===== src/rtl/time_keeper.sv =====
// time_keeper: BCD hh:mm:ss wall clock with button-driven set mode and field blinking.
// Optional alarm compare is compiled in when ALARM_EN is defined.
module time_keeper #(
    parameter int HOURS = 24
) (
    input  logic       clk,
    input  logic       rst_n,
    input  logic       tick,
    input  logic       tick_blink,
    input  logic       btn_mode,
    input  logic       btn_inc,
`ifdef ALARM_EN
    input  logic [7:0] alarm_hr_bcd,
    input  logic [7:0] alarm_min_bcd,
    output logic       alarm,
`endif
    output logic [7:0] hr_bcd,
    output logic [7:0] min_bcd,
    output logic [7:0] sec_bcd,
    output logic [2:0] blank,
    output logic       day_tick,
    output logic       set_mode
);

    typedef enum logic [1:0] {RUN, SET_HR, SET_MIN} state_t;

    localparam logic [7:0] HR_RST = (HOURS == 12) ? 8'h12 : 8'h00;
    localparam logic [7:0] HR_TOP = (HOURS == 12) ? 8'h12 : 8'h23;
    localparam logic [7:0] HR_BOT = (HOURS == 12) ? 8'h01 : 8'h00;

    state_t state;
    state_t state_nx;

    logic consume;
    logic mode_ev;
    logic inc_ev;
    logic run_tick;
    logic sec_wrap;
    logic min_wrap;
    logic day_wrap;

    function automatic logic [7:0] inc_digits(input logic [7:0] v);
        if (v[3:0] == 4'd9)
            inc_digits = {v[7:4] + 4'd1, 4'd0};
        else
            inc_digits = {v[7:4], v[3:0] + 4'd1};
    endfunction

    function automatic logic [7:0] inc_60(input logic [7:0] v);
        inc_60 = (v == 8'h59) ? 8'h00 : inc_digits(v);
    endfunction

    function automatic logic [7:0] inc_hr(input logic [7:0] v);
        inc_hr = (v == HR_TOP) ? HR_BOT : inc_digits(v);
    endfunction

`ifdef ALARM_EN
    // A button press while the alarm rings only silences it.
    assign consume = alarm & (btn_mode | btn_inc);
`else
    assign consume = 1'b0;
`endif

    assign mode_ev  = btn_mode & ~consume;
    assign inc_ev   = btn_inc & ~btn_mode & ~consume;
    assign run_tick = (state == RUN) & tick;
    assign sec_wrap = (sec_bcd == 8'h59);
    assign min_wrap = (min_bcd == 8'h59);
    assign day_wrap = run_tick & sec_wrap & min_wrap & (hr_bcd == HR_TOP);

    always_comb begin
        state_nx = state;
        unique case (state)
            RUN:     if (mode_ev) state_nx = SET_HR;
            SET_HR:  if (mode_ev) state_nx = SET_MIN;
            SET_MIN: if (mode_ev) state_nx = RUN;
            default: state_nx = RUN;
        endcase
    end

    always_ff @(posedge clk or negedge rst_n) begin
        if (!rst_n) begin
            state    <= RUN;
            hr_bcd   <= HR_RST;
            min_bcd  <= 8'h00;
            sec_bcd  <= 8'h00;
            blank    <= 3'b000;
            day_tick <= 1'b0;
            set_mode <= 1'b0;
        end else begin
            state    <= state_nx;
            set_mode <= (state_nx != RUN);
            day_tick <= day_wrap;
            unique case (state_nx)
                SET_HR:  blank <= {tick_blink, 2'b00};
                SET_MIN: blank <= {1'b0, tick_blink, 1'b0};
                default: blank <= 3'b000;
            endcase
            if (run_tick) begin
                sec_bcd <= inc_60(sec_bcd);
                if (sec_wrap) begin
                    min_bcd <= inc_60(min_bcd);
                    if (min_wrap)
                        hr_bcd <= inc_hr(hr_bcd);
                end
            end
            if (state == SET_HR && inc_ev)
                hr_bcd <= inc_hr(hr_bcd);
            if (state == SET_MIN && inc_ev)
                min_bcd <= inc_60(min_bcd);
            if (state == SET_MIN && mode_ev)
                sec_bcd <= 8'h00;
        end
    end

`ifdef ALARM_EN
    logic fresh;
    logic match;

    // Compare only right after a running tick so a silenced alarm stays silent.
    assign match = (state == RUN) & fresh & (sec_bcd == 8'h00)
                 & (hr_bcd == alarm_hr_bcd) & (min_bcd == alarm_min_bcd);

    always_ff @(posedge clk or negedge rst_n) begin
        if (!rst_n) begin
            fresh <= 1'b0;
            alarm <= 1'b0;
        end else begin
            fresh <= run_tick;
            if (match)
                alarm <= 1'b1;
            else if (consume || (run_tick && sec_wrap))
                alarm <= 1'b0;
        end
    end
`endif

endmodule


===== config.mk =====
export PLATFORM = sky130hd
export DESIGN_NAME = time_keeper
export DESIGN_NICKNAME = d
export VERILOG_FILES = /design/src/rtl/time_keeper.sv
export SDC_FILE = /design/constraint.sdc
export NUM_CORES = 1
export LEC_CHECK = 0
export CAP_MARGIN = 5
export CORE_ASPECT_RATIO = 0.7
export CORE_MARGIN = 2
export CORE_UTILIZATION = 50
export DETAILED_ROUTE_END_ITERATION = 16
export GPL_TIMING_DRIVEN = 0
export PLACE_DENSITY = 0.84
export SLEW_MARGIN = 25
export SYNTH_ARGS = -nofsm -noshare
export SYNTH_HDL_FRONTEND = slang
export SYNTH_SLANG_ARGS = --single-unit

===== constraint.sdc =====
create_clock -name clk -period 3.6 [get_ports clk]
set_clock_uncertainty 0.15 [all_clocks]
set_input_delay 1.08 -clock clk [delete_from_list [all_inputs] [get_ports clk]]
set_output_delay 1.08 -clock clk [all_outputs]
set_load 0.1 [all_outputs]

==> results.json, run 1 <==
{
  "worst_ir_drop_vdd_uv": 682,
  "clkSlewWorstSetupHoldPaths_ns": 0.06,
  "setup_repair_after_global_routing_missed_its_margin": "no",
  "timing.critical_path.fanout_max": 7,
  "maxCapViolations": 0,
  "setup_viol_count_final": 0,
  "crit_type": "flip-flop to output port",
  "clock_tree_from_tritoncts": "done",
  "drt_pass1_iterations": 4,
  "post-synth-top-area-fraction_pct": 44.4,
  "ctsLongestPathBuffers": 2,
  "die_h_um": 52.7,
  "ctsHoldBuffers": 0,
  "detail_route.wirelength_um": 3670,
  "synth_seq_cells": 30,
  "stdcell_area_um2": 2150,
  "floorplan.initialDensity_pct": 53.0,
  "startpoint_class_of_the_critical_path": "flip-flop",
  "fin_tns_setup_ns": 0,
  "drt-initial-drc-count": 107,
  "numPortBuffers": 33,
  "detail_route.wl_per_cell_um": 15.2,
  "insertion_delay_ns": 0.28,
  "drive_gt1_share_pct": 8.37,
  "cp_capture_type": "output port",
  "postPlaceCellArea_um2": 2060,
  "timing_hold_violations_final": 0,
  "critical_path_cell_sequence": "clkdlybuf4s50_1",
  "design.die.area_um2": 3870,
  "worst_slew_pin_slew_ns": 0.985,
  "globalRoute.totalOverflow": 0,
  "io-pin-count": 35,
  "grt_max_degree": 31,
  "area.growth.synth_to_final_pct": 26.9,
  "layout.cells.non_filler": 241,
  "preCtsSetupSlack_ns": 0.504,
  "grt_pass1_wl_um": 6010,
  "achievable-frequency_mhz": 314,
  "grt_pass1_vias": 1313,
  "grt_antenna_before_repair": 0,
  "postSynthNetCount": 185,
  "slew_violations": 0,
  "power_density_nw_per_um2": 889,
  "critPathRequiredTime_ns": 2.37,
  "worst-endpoint-arrival_ns": 1.96,
  "final.hold.worst_slack_ns": 0.361,
  "finalNetCount": 225,
  "timing.final.crit_share_pct": 88.6,
  "grt_use_total_pct": 21.0,
  "cpMaxStageDelayCell": "clkdlybuf4s50_1",
  "seq_area_frac_synth_pct": 44.4,
  "timing.reg2reg.setup_slack_ns": 1.44,
  "numCtsBuffers": 5,
  "p_leak_uw": 0.000988,
  "ys_top_cells_by_area": "dfrtp_1, ha_1, nand2_1, o21ai_0, inv_1",
  "max_stage_delay_ns": 1.19,
  "route.antenna.remaining_nets": 0,
  "avgViaCountPerCell": 5.75,
  "cts-resized-gates": 0,
  "count_of_cell_types_in_the_netlist": 39,
  "outcome": "completed",
  "core_area_um2": 3190,
  "gpl.final_weighted_congestion": 0.816,
  "layout_min_cycle_time_ns": 3.19,
  "synth.cell_area_um2": 1690,
  "critical_path.n_buffers_inverters": 1,
  "drt_drc_violations_left": 0,
  "placed_cells": 235,
  "place_hpwl_um": 2680,
  "clkSinkCount": 30,
  "postSynthAreaPerCell_um2": 10.3,
  "antenna-diode-count": 0,
  "post_cts.repair.setup_buffers": 0,
  "worst_min_path_class": "flip-flop to flip-flop",
  "final_ws_setup_ns": 0.411,
  "std_cell_rows": 17,
  "netlist.top_cell.by_area": "dfrtp_1",
  "htree_num_levels": 2,
  "critical_path.top_delay_family": "buffers and inverters",
  "root_buffer": "clkbuf_8",
  "die_x_um": 73.5,
  "post_synthesis_cells": 164,
  "routed-via-count": 1386,
  "yosysWarnings": 0,
  "max_slew_margin_pct": 34.1
}
-- Yosys cell counts, drive strengths merged --
cell type	instances
nand3	3
mux2	3
nor3b	2
a21oi	6
and3b	3
or2b	1
conb	1
o31ai	3
nand3b	3
o22ai	2
nor3	5
or2	1
nor2	10
nand4b	1
a31oi	2
and2	3
a21o	2
mux2i	3
nor2b	2
nand2	14
dfrtp	30
nor4b	1
buf	3
nand4	2
ha	15
inv	11
o21a	2
and3	5
o41ai	1
and4bb	1
o21ai	16
nand2b	2
xor2	4
a21boi	1
-- per-stage QoR --
stage	util, %	total power [uW]
floorplan	-	1370
global placement	64.9	1600
detailed placement	64.7	1640
CTS	67.3	1910
global route	67.3	2000
finish	67.3	1910
-- sequential cells by signal, indices dropped and copies added (netlist names) --
| register | cells |
|---|---|
| hr_bcd | 8 |
| min_bcd | 8 |
| sec_bcd | 8 |
| blank | 2 |
| state | 2 |
| day_tick | 1 |
| set_mode | 1 |
-- logic make-up after synthesis --
family,share of synthesized area [%]
other cells,0.222
fa+ha+maj,11.1
mux,3.77
flops,44.4
compound gates,13.8
simple gates,21.1
buf+inv,3.62
xor+xnor,2.07
-- layout make-up --
class	count	area (um^2)
plain buffers	3	20.0
clock buffers	6	82.6
fillers	252	1040
inverters	11	41.3
multi-input cells	120	880
flip-flops and latches	30	751
well taps	38	47.5
repair buffers	33	325
-- final timing paths --
path	end	cells after the start	startpoint
setup reg to reg	min_bcd[7]$_DFFE_PN0P_	7	sec_bcd[5]$_DFFE_PN0P_
max in group asynchronous	hr_bcd[4]$_DFFE_PN0P_	1	rst_n
hold reg to reg	hr_bcd[7]$_DFFE_PN0P_	1	hr_bcd[7]$_DFFE_PN0P_
hold / removal	hr_bcd[7]$_DFFE_PN0P_	1	hr_bcd[7]$_DFFE_PN0P_
min in group asynchronous	min_bcd[7]$_DFFE_PN0P_	1	rst_n
setup / recovery	min_bcd[2]	1	min_bcd[2]$_DFFE_PN0P_
-- routing by layer --
layer  track usage (%)  up-vias  wire length, um
met5                 0        -                0
met4              9.39        0               61
met3              5.58       11              136
met2              35.0       40             1850
met1              25.7      685             1620
li1                  -      650                -
-- power breakdown --
group / total [uW] / switching [uW] / internal (uW)
logic: 1100 / 819 / 279
registers: 548 / 122 / 426
clock network: 262 / 115 / 147
total: 1910 / 1060 / 852
-- cells in the final DEF, fill, tap and decap left out, types with 6 or more instances in the layout --
cell type	count
dfrtp_1	30
ha_1	15
o21ai_0	9
clkdlybuf4s50_1	32
o21ai_1	7
inv_1	11
nor2_1	10
a21oi_1	6
nand2_1	14
clkbuf_8	6
Power figures use the tool's default switching activity.
==> inputs of run 2 (changes only) <==
--- a/config.mk
+++ b/config.mk
@@ -6,12 +6,14 @@
 export NUM_CORES = 1
 export LEC_CHECK = 0
 export CAP_MARGIN = 5
+export CELL_PAD_IN_SITES_DETAIL_PLACEMENT = 0
+export CELL_PAD_IN_SITES_GLOBAL_PLACEMENT = 1
 export CORE_ASPECT_RATIO = 0.7
 export CORE_MARGIN = 2
-export CORE_UTILIZATION = 50
+export CORE_UTILIZATION = 42
 export DETAILED_ROUTE_END_ITERATION = 16
 export GPL_TIMING_DRIVEN = 0
-export PLACE_DENSITY = 0.84
+export PLACE_DENSITY = 0.9
 export SLEW_MARGIN = 25
 export SYNTH_ARGS = -nofsm -noshare
 export SYNTH_HDL_FRONTEND = slang
==> run 2 against run 1 <==
- critical endpoint unchanged
- maximum frequency is 0.56% higher
- flip-flop and latch count stayed put
- routed wire length is 10% lower
- setup slack better by 0.018 ns
- hold slack worse by 0.0092 ns
- core utilization is 12 points lower
- count of clock-buffer cells in the layout stayed put
- highest routed layer unchanged
==> results.json, run 2 (synthesis gave the netlist of run 1 again) <==
{
  "post_route_utilization_pct": 55.5,
  "cp_capture_type": "output port",
  "critical_path_cell_sequence": "clkdlybuf4s50_1",
  "setup_viol_count_final": 0,
  "preCtsSetupSlack_ns": 0.493,
  "worst_min_path_class": "flip-flop to flip-flop",
  "globalRoute.totalOverflow": 0,
  "worst_ir_drop_vdd_uv": 694,
  "critical_path.top_delay_family": "buffers and inverters",
  "floorplan.initialDensity_pct": 43.4,
  "critical_path.n_buffers_inverters": 1,
  "maxCapViolations": 0,
  "grt_use_total_pct": 16.6,
  "route.antenna.remaining_nets": 0,
  "die_h_um": 57.1,
  "drt_pass1_iterations": 5,
  "grt_max_degree": 31,
  "max_slew_margin_pct": 34.5,
  "route.layer.met1.wl_um": 1520,
  "final_ws_setup_ns": 0.429,
  "clkSlewWorstSetupHoldPaths_ns": 0.06,
  "design.die.area_um2": 4560,
  "numCtsBuffers": 5,
  "worst_slew_pin_slew_ns": 0.979,
  "root_buffer": "clkbuf_8",
  "drt_drc_violations_left": 0,
  "startpoint_class_of_the_critical_path": "flip-flop",
  "drive_gt1_share_pct": 8.37,
  "detail_route.wl_per_cell_um": 12.9,
  "area.growth.synth_to_final_pct": 28.0,
  "place_hpwl_um": 2580,
  "ctsLongestPathBuffers": 2,
  "crit_type": "flip-flop to output port",
  "htree_num_levels": 2,
  "p_leak_uw": 0.000988,
  "critPathRequiredTime_ns": 2.37,
  "timing.final.crit_share_pct": 88.1,
  "dr_wl_met2_um": 1570,
  "met3WireLength_um": 176,
  "timing.critical_path.fanout_max": 7,
  "topRoutingLayerUsed": "met4",
  "cts-resized-gates": 0,
  "io-pin-count": 35,
  "cpMaxStageDelayCell": "clkdlybuf4s50_1",
  "layout_commonest_cell": "clkdlybuf4s50_1",
  "layout_top_registers": "hr_bcd x8, min_bcd x8, sec_bcd x8",
  "grt_pass1_vias": 1306,
  "setup_repair_after_global_routing_missed_its_margin": "no",
  "max_stage_delay_ns": 1.19,
  "clkSinkCount": 30,
  "clock_tree_from_tritoncts": "done",
  "finalNetCount": 225,
  "fin_tns_setup_ns": 0,
  "outcome": "completed",
  "avgViaCountPerCell": 5.13,
  "worst-endpoint-arrival_ns": 1.94,
  "placed_cells": 249,
  "post_cts.repair.setup_buffers": 0,
  "layout_min_cycle_time_ns": 3.17,
  "achievable-frequency_mhz": 315,
  "grt_antenna_before_repair": 0,
  "nFillCells": 359,
  "timing_hold_violations_final": 0,
  "grt_pass1_wl_um": 5920,
  "numPortBuffers": 33,
  "layout.cells.non_filler": 255,
  "power_density_nw_per_um2": 873,
  "drt-initial-drc-count": 51,
  "insertion_delay_ns": 0.27,
  "routed-via-count": 1308,
  "gpl.final_weighted_congestion": 0.783,
  "slew_violations": 0,
  "report.power.total_uw": 1890,
  "std_cell_rows": 19,
  "antenna-diode-count": 0,
  "detail_route.wirelength_um": 3300,
  "layout_common_cells": "clkdlybuf4s50_1, dfrtp_1, ha_1",
  "core_area_um2": 3900,
  "ctsHoldBuffers": 0,
  "die_x_um": 79.9
}
## run 2: routing by layer
layer,vias to the layer above,GRT usage (%)
met5,-,0
met3,5,4.43
li1,651,-
met1,621,21.3
met2,31,28.1
met4,0,4.36
## run 2: metrics by stage
stage	cell area [um^2]	hold WS [ns]
final	2160	0.352
after global routing	2160	0.372
after CTS	2160	0.351
after detailed placement	2080	0.341
after global placement	2090	0.332
after floorplan	1690	0.439
## run 2: final timing paths
kind | from | to | slack, ns | depth (start not counted)
worst max-delay path | min_bcd[2]$_DFFE_PN0P_ | min_bcd[2] | 0.43 | 1
worst min-delay path | sec_bcd[7]$_DFFE_PN0P_ | sec_bcd[7]$_DFFE_PN0P_ | 0.35 | 1
worst max register to register | sec_bcd[5]$_DFFE_PN0P_ | min_bcd[7]$_DFFE_PN0P_ | 1.54 | 7
worst min register to register | sec_bcd[7]$_DFFE_PN0P_ | sec_bcd[7]$_DFFE_PN0P_ | 0.35 | 1
max in group asynchronous | rst_n | hr_bcd[6]$_DFFE_PN0P_ | 2.18 | 1
min in group asynchronous | rst_n | hr_bcd[3]$_DFFE_PN0P_ | 0.69 | 1
## run 2: area by class of cell
class                      count  area (um^2)  share of cell area, %
multi-input combinational    120          880                   40.6
sequential                    30          751                   34.7
timing repair buffer          33          325                   15.0
clock buffer                   6         82.6                   3.82
tap                           52         65.1                   3.01
inverter                      11         41.3                   1.91
buffer                         3         20.0                  0.925
## run 2: report_power, final
group          switching [uW]  internal (uW)
clock                     108            147
combinational             812            280
sequential                117            426
total                    1040            853
==> variant: new RTL, settings of run 1 <==
Add a define of `ALARM_EN`.
--- a/src/rtl/time_keeper.sv
+++ b/src/rtl/time_keeper.sv
@@ -1,4 +1,6 @@
 // time_keeper: BCD hh:mm:ss wall clock with button-driven set mode and field blinking.
 // Optional alarm compare is compiled in when ALARM_EN is defined.
+`define ALARM_EN
+
 module time_keeper #(
     parameter int HOURS = 24
Interface: changed (added alarm, alarm_hr_bcd and alarm_min_bcd); port bits go from 35 to 52. The function was not compared with the original's and may differ.
==> variant against run 1 <==
- first-iteration DRC count decreased by 22%
- total power up 16%
- utilization is 1.1 points higher
- sequential cell count grew 2
- combinational power rose by 19%
- wire length grew 19%
- final area rose by 23%
- fmax fell by 0.35%
- sequential power grew 17%
- worst setup slack worse by 0.011 ns
- synthesized area grew 16%
- largest cell class unchanged
==> variant: results (changes against run 1) <==
| Metric | Value |
|---|---|
| First-pass GRT wire length | `7.32 mm (was 6.01 mm)` |
| Leakage | `1.16 nW (was 0.988 nW)` |
| Max stage delay cell, worst path | `clkdlybuf4s50_1 (unchanged)` |
| Gr usage total | `0.214 (was 0.210)` |
| Port bufs | `50 (was 33)` |
| Clock buffer count from CTS | `5 (unchanged)` |
| Synth Area per Inst | `9.64 um2 (was 10.3 um2)` |
| Vias | `1681 (was 1386)` |
| Largest net degree at the start of global routing | `22 (was 31)` |
| Placed instance count | `307 (was 235)` |
| Post-synth cell types | `43 (was 39)` |
| Post-synth ARST share | `1.00 (unchanged)` |
| Post-synth top area share | `0.407 (was 0.444)` |
| Min-Delay Path Class | `reg -> reg (unchanged)` |
| Clk_lat worst skew | `0.29 ns` |
| H-tree levels | `2 (unchanged)` |
| Initial antenna violation count | `0 (unchanged)` |
| Post-layout nets | `301 (was 225)` |
| CTS resizes | `0 (unchanged)` |
| Status | `finished clean (unchanged)` |
| Worst-path clk slew | `0.06 ns (about the same)` |
| Setup Buffers After CTS | `0 (unchanged)` |
| Largest stage delay, worst path | `1.19 ns (about the same)` |
| DR pass1 iterations | `4 (unchanged)` |
| Fillers | `332 (was 252)` |
| Ant. Diodes | `0 (unchanged)` |
| Routed len/inst | `14.0 um (was 15.2 um)` |
| Largest cells by area after synthesis | `dfrtp_1 (41%), ha_1 (11%), xor2_1 (7.1%) (was dfrtp_1 (44%), ha_1 (11%), nand2_1 (3.1%))` |
| Most common library cells after synthesis | `dfrtp_1 (32), ha_1 (17), nor2_1 (17) (was dfrtp_1 (30), ha_1 (15), nand2_1 (14))` |
| Worst rel slew slack | `0.346 (was 0.341)` |
| Worst vdd ir | `0.000610 V (was 0.000682 V)` |
| Arrival @ worst endpoint | `1.97 ns` |
| Critical path fanouts, max | `7 (unchanged)` |
| Synthesis warning total | `0 (unchanged)` |
| Clk buf depth | `2 (unchanged)` |
| Vias in the first global route | `1627 (was 1313)` |
| Biggest regs | `hr_bcd: 8 flops, min_bcd: 8 flops, sec_bcd: 8 flops (unchanged)` |
| Syn_nets | `243 (was 185)` |
| RePlAce Congestion | `0.817 (was 0.816)` |
| DRT iter0 DRCs | `83 (was 107)` |
| Sequential fraction of the synthesis area | `0.407 (was 0.444)` |
| Max cap viols | `0 (unchanged)` |
| Root Driver | `clkbuf_8 (unchanged)` |
| Vias per cell | `5.35 (was 5.75)` |
| Dpl hpwl | `3.31 mm (was 2.68 mm)` |
| Layout cell share with drive strength beyond 1 | `0.0687 (was 0.0837)` |
-- variant: logic make-up after synthesis --
| group | synth area share |
|---|---|
| simple gates | 0.230 |
| compound gates | 0.109 |
| flops | 0.407 |
| fa+ha+maj | 0.108 |
| xor+xnor | 0.0757 |
| buf+inv | 0.0350 |
| mux | 0.0331 |
| other cells | 0.00191 |
-- variant: layer usage --
layer  global-route usage  part of all wire
met1                0.277              0.47
met2                0.339              0.47
met3               0.0563             0.045
met4               0.0936             0.017
met5                    0                 0
-- variant: where the power goes --
part | internal, W | switching (W) | total, W | leakage (nW)
clock | 0.000131 | 0.000129 | 0.000261 | 0.0410
combinational | 0.000370 | 0.000944 | 0.00131 | 0.706
sequential | 0.000465 | 0.000177 | 0.000642 | 0.413
-- variant: path summary, 6_finish.rpt --
kind	startpoint	to	slack (ns)	cells after the start
max	hr_bcd[2]	hr_bcd[2]	0.40	1
min	min_bcd[6]	min_bcd[6]	0.41	1
max reg2reg	sec_bcd[1]	min_bcd[7]	1.17	8
min reg2reg	min_bcd[6]	min_bcd[6]	0.41	1
max in group asynchronous	rst_n	hr_bcd[0]	2.37	2
min in group asynchronous	rst_n	set_mode	0.52	1
-- variant: layout make-up --
class                      instances  area (um2)  area share
multi-input combinational        155        1100       0.417
sequential                        32         801       0.304
timing repair buffer              51         523       0.199
clock buffer                       6        72.6      0.0276
tap                               52        65.1      0.0247
inverter                          12        45.0      0.0171
buffer                             5        23.8     0.00903
clock inverter                     1        5.00     0.00190
-- variant: per-stage QoR --
stage | area (um2) | worst slack (ns) | utilization
after floorplan | 1970 | 0.785 | -
after global placement | 2530 | 0.406 | 0.658
after detailed placement | 2550 | 0.393 | 0.663
after CTS | 2630 | 0.378 | 0.684
after global routing | 2630 | 0.332 | 0.684
final | 2630 | 0.400 | 0.684
